### src/rtl/inst_axi_rd_bridge_if.sv
// Bus bundles for inst_axi_rd_bridge: the IF-side SRAM-like fetch port and the AXI4 read channel.
interface inst_sram_if;
  logic        req;
  logic        wr;
  logic [1:0]  size;
  logic [31:0] addr;
  logic        addr_ok;
  logic        data_ok;
  logic [31:0] rdata;
  logic [3:0]  axi_arid;

  modport master (output req, wr, size, addr, input addr_ok, data_ok, rdata, axi_arid);
  modport slave  (input req, wr, size, addr, output addr_ok, data_ok, rdata, axi_arid);
endinterface

interface axi_rd_if;
  logic [3:0]  arid;
  logic [31:0] araddr;
  logic [7:0]  arlen;
  logic [2:0]  arsize;
  logic [1:0]  arburst;
  logic [1:0]  arlock;
  logic [3:0]  arcache;
  logic [2:0]  arprot;
  logic        arvalid;
  logic        arready;
  logic [3:0]  rid;
  logic [1:0]  rresp;
  logic        rlast;
  logic [31:0] rdata;
  logic        rvalid;
  logic        rready;

  modport master (output arid, araddr, arlen, arsize, arburst, arlock, arcache, arprot, arvalid,
                  output rready,
                  input  arready, rid, rresp, rlast, rdata, rvalid);
  modport slave  (input  arid, araddr, arlen, arsize, arburst, arlock, arcache, arprot, arvalid,
                  input  rready,
                  output arready, rid, rresp, rlast, rdata, rvalid);
endinterface

### src/rtl/inst_axi_rd_bridge.sv
// Instruction-fetch SRAM-like to AXI4 read bridge; one AR in flight, up to MAX_OUTS reads outstanding.
// Define INST_BRIDGE_RBUF_EN to register R beats in a 1-entry buffer (data_ok one cycle after rvalid).
module inst_axi_rd_bridge #(
  parameter logic [3:0]  ARID_VAL = 4'd0,
  parameter int unsigned MAX_OUTS = 2
) (
  input logic        clk,
  input logic        reset,
  inst_sram_if.slave sram,
  axi_rd_if.master   axi
);

  localparam int unsigned      CNT_W   = $clog2(MAX_OUTS + 1);
  localparam logic [CNT_W-1:0] CNT_MAX = CNT_W'(MAX_OUTS);
  localparam logic [CNT_W-1:0] CNT_ONE = CNT_W'(1);

  localparam logic [0:0] AR_IDLE = 1'b0;
  localparam logic [0:0] AR_SEND = 1'b1;

  logic [0:0]       ar_state;
  logic [CNT_W-1:0] cnt;
  logic [31:0]      araddr_q;
  logic [1:0]       size_q;
  logic             accept;
  logic             complete;
  logic             rid_match;

  // Writes are never accepted, and a new fetch waits until the previous AR has left.
  assign accept    = (ar_state == AR_IDLE) && sram.req && !sram.wr && (cnt < CNT_MAX);
  assign rid_match = (axi.rid == ARID_VAL);

  always_ff @(posedge clk or posedge reset) begin
    // NOTE: registers use non-blocking assignments so every flop samples its pre-edge inputs.
    if (reset) begin
      ar_state <= AR_IDLE;
      araddr_q <= '0;
      size_q   <= '0;
    end else begin
      case (ar_state)
        AR_IDLE: if (accept) begin
          ar_state <= AR_SEND;
          araddr_q <= sram.addr;
          size_q   <= sram.size;
        end
        AR_SEND: if (axi.arready) ar_state <= AR_IDLE;
        default: ar_state <= AR_IDLE;
      endcase
    end
  end

  // Outstanding reads: accepted but not yet returned to IF.
  always_ff @(posedge clk or posedge reset) begin
    if (reset) begin
      cnt <= '0;
    end else if (accept && !complete) begin
      cnt <= cnt + CNT_ONE;
    end else if (!accept && complete) begin
      cnt <= cnt - CNT_ONE;
    end
  end

`ifdef INST_BRIDGE_RBUF_EN
  logic        buf_full;
  logic [31:0] buf_data;
  logic        beat_ok;

  // Mismatched-ID and unsolicited beats are consumed but never enter the buffer.
  assign beat_ok = axi.rvalid && rid_match && (cnt != '0);

  always_ff @(posedge clk or posedge reset) begin
    if (reset) begin
      buf_full <= 1'b0;
    end else begin
      buf_full <= !buf_full && beat_ok;
    end
  end

  // NOTE: the payload register carries no reset; buf_full alone qualifies its contents.
  always_ff @(posedge clk) begin
    if (!buf_full && beat_ok) buf_data <= axi.rdata;
  end

  assign axi.rready = !buf_full;
  assign complete   = buf_full;
  assign sram.rdata = buf_data;
`else
  assign axi.rready = 1'b1;
  assign complete   = axi.rvalid && rid_match && (cnt != '0);
  assign sram.rdata = axi.rdata;
`endif

  assign sram.addr_ok  = accept;
  assign sram.data_ok  = complete;
  assign sram.axi_arid = ARID_VAL;

  assign axi.arid    = ARID_VAL;
  assign axi.araddr  = araddr_q;
  assign axi.arlen   = 8'd0;
  assign axi.arsize  = {1'b0, size_q};
  assign axi.arburst = 2'b01;
  assign axi.arlock  = 2'b00;
  assign axi.arcache = 4'd0;
  assign axi.arprot  = 3'd0;
  assign axi.arvalid = (ar_state == AR_SEND);

  // Error responses still complete the fetch; rlast is implied by single-beat bursts.
  logic unused_r;
  assign unused_r = ^{axi.rresp, axi.rlast};

endmodule

### src/flat_wrapper.sv
// flat-port wrapper written by rule: the top's interface ports become plain ports
module inst_axi_rd_bridge_flat 
#(
  parameter logic [3:0]  ARID_VAL = 4'd0,
  parameter int unsigned MAX_OUTS = 2
)
  (clk, reset, sram_req, sram_wr, sram_size, sram_addr, sram_addr_ok, sram_data_ok, sram_rdata, sram_axi_arid, axi_arid, axi_araddr, axi_arlen, axi_arsize, axi_arburst, axi_arlock, axi_arcache, axi_arprot, axi_arvalid, axi_rready, axi_arready, axi_rid, axi_rresp, axi_rlast, axi_rdata, axi_rvalid);
  inst_sram_if sram_i ();
  axi_rd_if axi_i ();
  input logic clk;
  input logic reset;
  input wire logic [$bits(sram_i.req)-1:0] sram_req;
  input wire logic [$bits(sram_i.wr)-1:0] sram_wr;
  input wire logic [$bits(sram_i.size)-1:0] sram_size;
  input wire logic [$bits(sram_i.addr)-1:0] sram_addr;
  output wire logic [$bits(sram_i.addr_ok)-1:0] sram_addr_ok;
  output wire logic [$bits(sram_i.data_ok)-1:0] sram_data_ok;
  output wire logic [$bits(sram_i.rdata)-1:0] sram_rdata;
  output wire logic [$bits(sram_i.axi_arid)-1:0] sram_axi_arid;
  output wire logic [$bits(axi_i.arid)-1:0] axi_arid;
  output wire logic [$bits(axi_i.araddr)-1:0] axi_araddr;
  output wire logic [$bits(axi_i.arlen)-1:0] axi_arlen;
  output wire logic [$bits(axi_i.arsize)-1:0] axi_arsize;
  output wire logic [$bits(axi_i.arburst)-1:0] axi_arburst;
  output wire logic [$bits(axi_i.arlock)-1:0] axi_arlock;
  output wire logic [$bits(axi_i.arcache)-1:0] axi_arcache;
  output wire logic [$bits(axi_i.arprot)-1:0] axi_arprot;
  output wire logic [$bits(axi_i.arvalid)-1:0] axi_arvalid;
  output wire logic [$bits(axi_i.rready)-1:0] axi_rready;
  input wire logic [$bits(axi_i.arready)-1:0] axi_arready;
  input wire logic [$bits(axi_i.rid)-1:0] axi_rid;
  input wire logic [$bits(axi_i.rresp)-1:0] axi_rresp;
  input wire logic [$bits(axi_i.rlast)-1:0] axi_rlast;
  input wire logic [$bits(axi_i.rdata)-1:0] axi_rdata;
  input wire logic [$bits(axi_i.rvalid)-1:0] axi_rvalid;
  assign sram_i.req = sram_req;
  assign sram_i.wr = sram_wr;
  assign sram_i.size = sram_size;
  assign sram_i.addr = sram_addr;
  assign sram_addr_ok = sram_i.addr_ok;
  assign sram_data_ok = sram_i.data_ok;
  assign sram_rdata = sram_i.rdata;
  assign sram_axi_arid = sram_i.axi_arid;
  assign axi_arid = axi_i.arid;
  assign axi_araddr = axi_i.araddr;
  assign axi_arlen = axi_i.arlen;
  assign axi_arsize = axi_i.arsize;
  assign axi_arburst = axi_i.arburst;
  assign axi_arlock = axi_i.arlock;
  assign axi_arcache = axi_i.arcache;
  assign axi_arprot = axi_i.arprot;
  assign axi_arvalid = axi_i.arvalid;
  assign axi_rready = axi_i.rready;
  assign axi_i.arready = axi_arready;
  assign axi_i.rid = axi_rid;
  assign axi_i.rresp = axi_rresp;
  assign axi_i.rlast = axi_rlast;
  assign axi_i.rdata = axi_rdata;
  assign axi_i.rvalid = axi_rvalid;
  inst_axi_rd_bridge #(.ARID_VAL(ARID_VAL), .MAX_OUTS(MAX_OUTS)) u_core (.clk(clk), .reset(reset), .sram(sram_i), .axi(axi_i));
endmodule
### config.mk
export PLATFORM = sky130hd
export DESIGN_NAME = inst_axi_rd_bridge_flat
export DESIGN_NICKNAME = d
export VERILOG_FILES = /design/src/rtl/inst_axi_rd_bridge_if.sv /design/src/rtl/inst_axi_rd_bridge.sv /design/src/flat_wrapper.sv
export SDC_FILE = /design/constraint.sdc
export NUM_CORES = 1
export LEC_CHECK = 0
export CAP_MARGIN = 20
export CELL_PAD_IN_SITES_DETAIL_PLACEMENT = 1
export CELL_PAD_IN_SITES_GLOBAL_PLACEMENT = 1
export CORE_ASPECT_RATIO = 0.9
export CORE_MARGIN = 2
export CORE_UTILIZATION = 19
export CTS_BUF_LIST = sky130_fd_sc_hd__clkbuf_8 sky130_fd_sc_hd__clkbuf_16
export DETAILED_ROUTE_END_ITERATION = 12
export GPL_ROUTABILITY_DRIVEN = 0
export HOLD_SLACK_MARGIN = 0.12
export PLACE_DENSITY_LB_ADDON = 0.1
export RECOVER_POWER = 50
export SKIP_LAST_GASP = 1
export SYNTH_ARGS = -nofsm -noshare
export SYNTH_HDL_FRONTEND = slang
export SYNTH_SLANG_ARGS = --single-unit
### constraint.sdc
create_clock -name clk -period 1.67 [get_ports clk]
set_input_delay 0.334 -clock clk [delete_from_list [all_inputs] [get_ports clk]]
set_output_delay 0.334 -clock clk [all_outputs]
set_load 0.05 [all_outputs]
# ---- After elaboration in Yosys (flattened, before gate mapping)
# Index checks and enable logic that the tools add are counted.
# W data, S select, Z words.
dict set report word_totals {
  wordCells 27
  output_inout_bits 98
  register_bits 37
  in_bits 79
}
dict set report classes {
  add_sub_neg 2
  bitwise 1
  n_mux 5
  reduce_logical 14
  magnitude_cmp 1
}
# cell count
set op_table {}
lappend op_table {{$logic_and A1 B1 Y1} 7}
lappend op_table {{$logic_not A4 Y1} 1}
lappend op_table {{$mux W2} 2}
lappend op_table {{$reduce_bool A2 Y1} 2}
lappend op_table {{$logic_not A1 Y1} 3}
lappend op_table {{$add A2 B1 Y2 const B} 1}
lappend op_table {{$lt A2 B2 Y1 const B} 1}
lappend op_table {{$mux W1} 2}
lappend op_table {{$pmux W1 S2} 1}
lappend op_table {{$reduce_and A2 Y1} 1}
lappend op_table {{$sub A2 B1 Y2 const B} 1}
lappend op_table {{$not A1 Y1} 1}

# ---- Logic depth before layout (Yosys ltp)
# Gate-level depths: netlist of run 1.
dict set report depth {
  ltp_word 8
  ltp_mapped 6
  ltp_nobuf 6
}

# ---- Worst setup path after synthesis of run 1
# No wires, ideal clock.
dict set report synth_timing {
  path_kind {reg-to-reg}
  start {register u_core.ar_state, in the netlist u_core.axi.arvalid}
  end {register u_core.cnt[1]}
  path_stages_with_launch 7
  setup_time_ns 0.126
  period_less_slack_ns 2.030
  path_slack_ns -0.360
  arrival_ns 1.904
  required_time_ns 1.544
  n_path_buf 1
  path_cell_list {dfrtp_1 > nor4b_4 > buf_6 > ha_1 > xor2_1 > nor2_1 > xor2_1}
}
dict set report synth_between {
  elab_chain_len 7
  elab_cells_between_ends 9
  cone_classes {mux: 1; bitwise: 1; reduce/logical: 7}
}
# element line
set synth_lines {}
lappend synth_lines {{start: declaration} inst_axi_rd_bridge.sv:20} ;# logic [0:0] ar_state;
lappend synth_lines {{start signal: assignment} inst_axi_rd_bridge.sv:35} ;# ar_state <= AR_IDLE;
lappend synth_lines {{start signal: assignment} inst_axi_rd_bridge.sv:41} ;# ar_state <= AR_SEND;
lappend synth_lines {{start signal: assignment} inst_axi_rd_bridge.sv:45} ;# AR_SEND: if (axi.arready) ar_state <= AR_IDLE;
lappend synth_lines {{$not A1 Y1 (no source line) *} n/a}
lappend synth_lines {{$logic_and A1 B1 Y1 * (3 in series)} inst_axi_rd_bridge.sv:29} ;# assign accept = (ar_state == AR_IDLE) && sram.req && !sram.wr && (cnt < CNT_MAX);
lappend synth_lines {{via sram_addr_ok} flat_wrapper.sv:16} ;# output wire logic [$bits(sram_i.addr_ok)-1:0] sram_addr_ok;
lappend synth_lines {{$logic_not A1 Y1} inst_axi_rd_bridge.sv:57} ;# end else if (!accept && complete) begin
lappend synth_lines {{$logic_and A1 B1 Y1} inst_axi_rd_bridge.sv:57}
lappend synth_lines {{$reduce_bool A2 Y1 (no source line)} n/a}
lappend synth_lines {{end signal: assignment} inst_axi_rd_bridge.sv:56} ;# cnt <= cnt + CNT_ONE;
lappend synth_lines {{end signal: assignment} inst_axi_rd_bridge.sv:58} ;# cnt <= cnt - CNT_ONE;
lappend synth_lines {{end: declaration} inst_axi_rd_bridge.sv:21} ;# logic [CNT_W-1:0] cnt;
# The timed path passes the listed nets; every way through them passes the cells marked *.
# A chain may end at the register's enable or synchronous reset.

# ---- Final worst setup path of run 1
dict set report layout_timing {
  start {input sram_req}
  end {output sram_addr_ok}
}
dict set report layout_between {
  elab_chain_len 3
}
# element line
set layout_lines {}
lappend layout_lines {{start: declaration} flat_wrapper.sv:12} ;# input wire logic [$bits(sram_i.req)-1:0] sram_req;
lappend layout_lines {{$logic_and A1 B1 Y1 (3 in series)} inst_axi_rd_bridge.sv:29}
lappend layout_lines {{end: declaration} flat_wrapper.sv:16}
# Every way passes these cells.

==> metrics.md, run 1 <==
| Metric | Value |
|---|---|
| Root Driver | clkbuf_8 |
| Crit path from | sram_req |
| Post-DP HPWL | 3466 µm |
| Via Count | 1,195 |
| CP cell instances | clkdlybuf4s50_1 -> nor4b_4 -> buf_6 -> buf_12 |
| Crit path max fanout | 2 |
| Diodes inserted | 0 |
| Final Power | 5.847 mW |
| Slew HR | 35.84% |
| Startpoint types | primary input |
| Unrepaired setup endpoints after global routing | true |
| Area growth from synthesis to layout | 43.70% |
| Avg Cell Area, Syn | 12.80 µm² |
| Final cycle utilization of the critical path | 98.08% |
| Die area | 10,850 µm² |
| Post-Syn Instances | 149 |
| Max-Cap Viols | 0 |
| Synth cell types | 15 |
| Initial Utilization | 19.66% |
| Synthesized flop and latch total | 37 |
| Vias in the first global route | 1,348 |
| CP required | 1.34 ns |
| Synth warn | 0 |
| Clock Latency Late Sink | 0.29 ns |
| Outcome | finished clean |
| CTS Buffer Depth | 2 |
| Final Instance Area | 2740 µm² |
| Core area | 9699 µm² |
| Final hold violations | 0 |
| Leak | 1.287 nW |
| Crit path largest cell delay | 0.46 ns |
| Hold buffer count at CTS | 0 |
| Remaining Overflow, GRT | 0 |
| Die Y | 99.04 µm |
| Reg-to-Reg End | u_core.axi.araddr[5]$_DFFE_PP0P_ |
| Seq/Total Area, Yosys | 48.56% |
| Residual DRC | 0 |
| R2R Setup Slk | 0.05 ns |
| PortBufs | 80 |
| GRT Util Overall | 8.437% |
| Total length of routed wires | 4487 µm |
| Reg2Reg Launch Point | u_core.axi.arvalid$_DFF_PP0_ |
| Initial drt markers | 20 |
| Hold Crit Class | reg -> reg |
| IO Pins | 177 |
| Power Density | 2134 nW/µm² |
| # rows | 34 |
| Initial antenna violation count | 0 |
| Final slew viol count | 0 |
| Final-report setup violation count | 0 |
| WS Path Type | in -> out |
| Post-route minimum period | 1.638 ns |
| Slowest-stage cell, CP | clkdlybuf4s50_1 |
| Worst Tran Pin Value | 0.9625 ns |
| Maximum VDD drop | 805.7 µV |
| Crit. End Element | output port |
| WL/cell | 13.28 µm |
| Share of cells above drive strength 1 | 44.81% |
| Placed cells | 328 |
| CTS Buf Count | 5 |
| Critical Path AT | 1.30 ns |
| Htree depth | 2 |
| Reg2Reg Depth | 5 |
| CP endpoint | sram_addr_ok |
| Worst clock skew | 0.006018 ns |
| Clock slew at reported path FFs | 0.08 ns |
| Chip Width | 109.6 µm |
| Drt first pass iters | 4 |
| ANT nets after route | 0 |
| CTS tree | done |
| First-pass GRT wire length | 7100 µm |
| Largest net degree at the start of global routing | 38 |
| Fmax | 0.6105 GHz |
| Nets | 291 |
| Routed vias/inst | 3.536 |
| Final TNS setup | 0 ns |
| Fin cells | 338 |
| Placed Area | 2609 µm² |
| CTS sink cnt | 37 |
| Synthesized area | 1907 µm² |
## power by group
group	internal, mW	switching, mW	leakage (nW)
clock	0.486	0.329	0.0574
combinational	1.26	2.14	0.792
sequential	1.35	0.288	0.438
total	3.09	2.75	1.29
## timing repair
action / 4_1_cts / 5_1_grt
endpoints found under the hold margin: 0 / 0
endpoints found under the setup margin: 2 / 22
pin swaps: 3 / 2
buffers inserted: 3 / 0
gates resized for setup: 5 / 2
## per-layer routing
layer	GRT usage, %	routed length, µm	vias to the layer above
li1	-	-	519
met1	9.154	1631	580
met2	13.58	2185	83
met3	5.159	615	13
met4	2.726	54	0
met5	0	0	-
## flip-flops by register name, indices dropped and copies added (netlist names)
register	flops
u_core.axi.araddr	32
u_core.cnt	2
u_core.size_q	2
u_core.axi.arvalid	1
## Yosys cell counts
cell | number | share of area, %
a21o_1 | 1 | 0.39
buf_4 | 61 | 24
buf_6 | 3 | 1.8
conb_1 | 2 | 0.39
dfrtp_1 | 37 | 49
ha_1 | 1 | 0.66
inv_1 | 3 | 0.59
mux2_1 | 2 | 1.2
mux2_2 | 32 | 19
nor2_1 | 1 | 0.20
nor4_1 | 1 | 0.33
nor4b_4 | 1 | 1.2
o211ai_1 | 1 | 0.39
xnor2_1 | 1 | 0.46
xor2_1 | 2 | 0.92
## through the flow
step	hold slack (ns)	util, %	setup WS [ns]
detailed placement	0.4972	26.90	-0.2784
CTS	0.3951	28.35	-0.06963
finish	0.5159	28.25	0.03209
floorplan	0.4768	-	-0.2701
global route	0.5350	28.25	-0.03113
global placement	0.4943	26.90	-0.2107
## cell usage in the layout (no fill, tap or decap), drive strengths merged, types with 2 or more instances in the layout
cell | Yosys | layout
buf | 64 | 48
clkbuf | 0 | 7
clkdlybuf4s50 | 0 | 37
conb | 2 | 29
dfrtp | 37 | 37
dlygate4sd2 | 0 | 3
dlymetal6s2s | 0 | 2
inv | 3 | 2
mux2 | 34 | 34
xor2 | 2 | 2
## cell type report
type,instances,area (µm²)
Fill cell,1087,6959
Sequential cell,37,927.1
Timing Repair Buffer,92,850.8
Multi-Input combinational cell,72,673.1
Tap cell,126,157.7
Clock buffer,6,82.58
Clock inverter,2,37.54
Inverter,3,11.26
## kinds of logic after synthesis
| logic type | Yosys count | share of synthesized area [%] |
|---|---|---|
| buffers and inverters | 67 | 26.38 |
| other | 2 | 0.3938 |
| AO/OA/AOI/OAI | 2 | 0.7877 |
| adder cells (fa/ha/maj) | 1 | 0.6561 |
| AND/OR/NAND/NOR | 3 | 1.772 |
| flip-flops | 37 | 48.56 |
| XOR/XNOR | 3 | 1.378 |
| multiplexers | 34 | 20.08 |
## critical path, delay by kind of cell
kind | cells | cell delay (ns)
buf+inv | 3 | 0.74
simple gates | 1 | 0.23
## how the worst min path moves through the flow
stage / startpoint / endpoint / slack, ns / cells after the start
5_1_grt: u_core.axi.araddr[24]$_DFFE_PP0P_ / u_core.axi.araddr[24]$_DFFE_PP0P_ / 0.54 / 1
2_1_floorplan: u_core.cnt[0]$_DFFE_PP0P_ / u_core.cnt[0]$_DFFE_PP0P_ / 0.48 / 1
4_1_cts: reset / u_core.axi.araddr[25]$_DFFE_PP0P_ / 0.40 / 3
6_report: u_core.axi.araddr[20]$_DFFE_PP0P_ / u_core.axi.araddr[20]$_DFFE_PP0P_ / 0.52 / 1
3_3_place_gp: u_core.axi.araddr[17]$_DFFE_PP0P_ / u_core.axi.araddr[17]$_DFFE_PP0P_ / 0.49 / 1
3_5_place_dp: u_core.axi.araddr[21]$_DFFE_PP0P_ / u_core.axi.araddr[21]$_DFFE_PP0P_ / 0.50 / 1
Power figures use the tool's default switching activity.
==> run 2: changes to the inputs <==
--- a/config.mk
+++ b/config.mk
@@ -11,7 +11,7 @@
 export CORE_ASPECT_RATIO = 0.9
 export CORE_MARGIN = 2
 export CORE_UTILIZATION = 19
-export CTS_BUF_LIST = sky130_fd_sc_hd__clkbuf_8 sky130_fd_sc_hd__clkbuf_16
+export CTS_BUF_LIST = sky130_fd_sc_hd__clkbuf_4 sky130_fd_sc_hd__clkbuf_8 sky130_fd_sc_hd__clkbuf_16
 export DETAILED_ROUTE_END_ITERATION = 12
 export GPL_ROUTABILITY_DRIVEN = 0
 export HOLD_SLACK_MARGIN = 0.12
==> results of run 2 <==
Same layout as run 1: the final DEF is identical, and so are final timing and power.
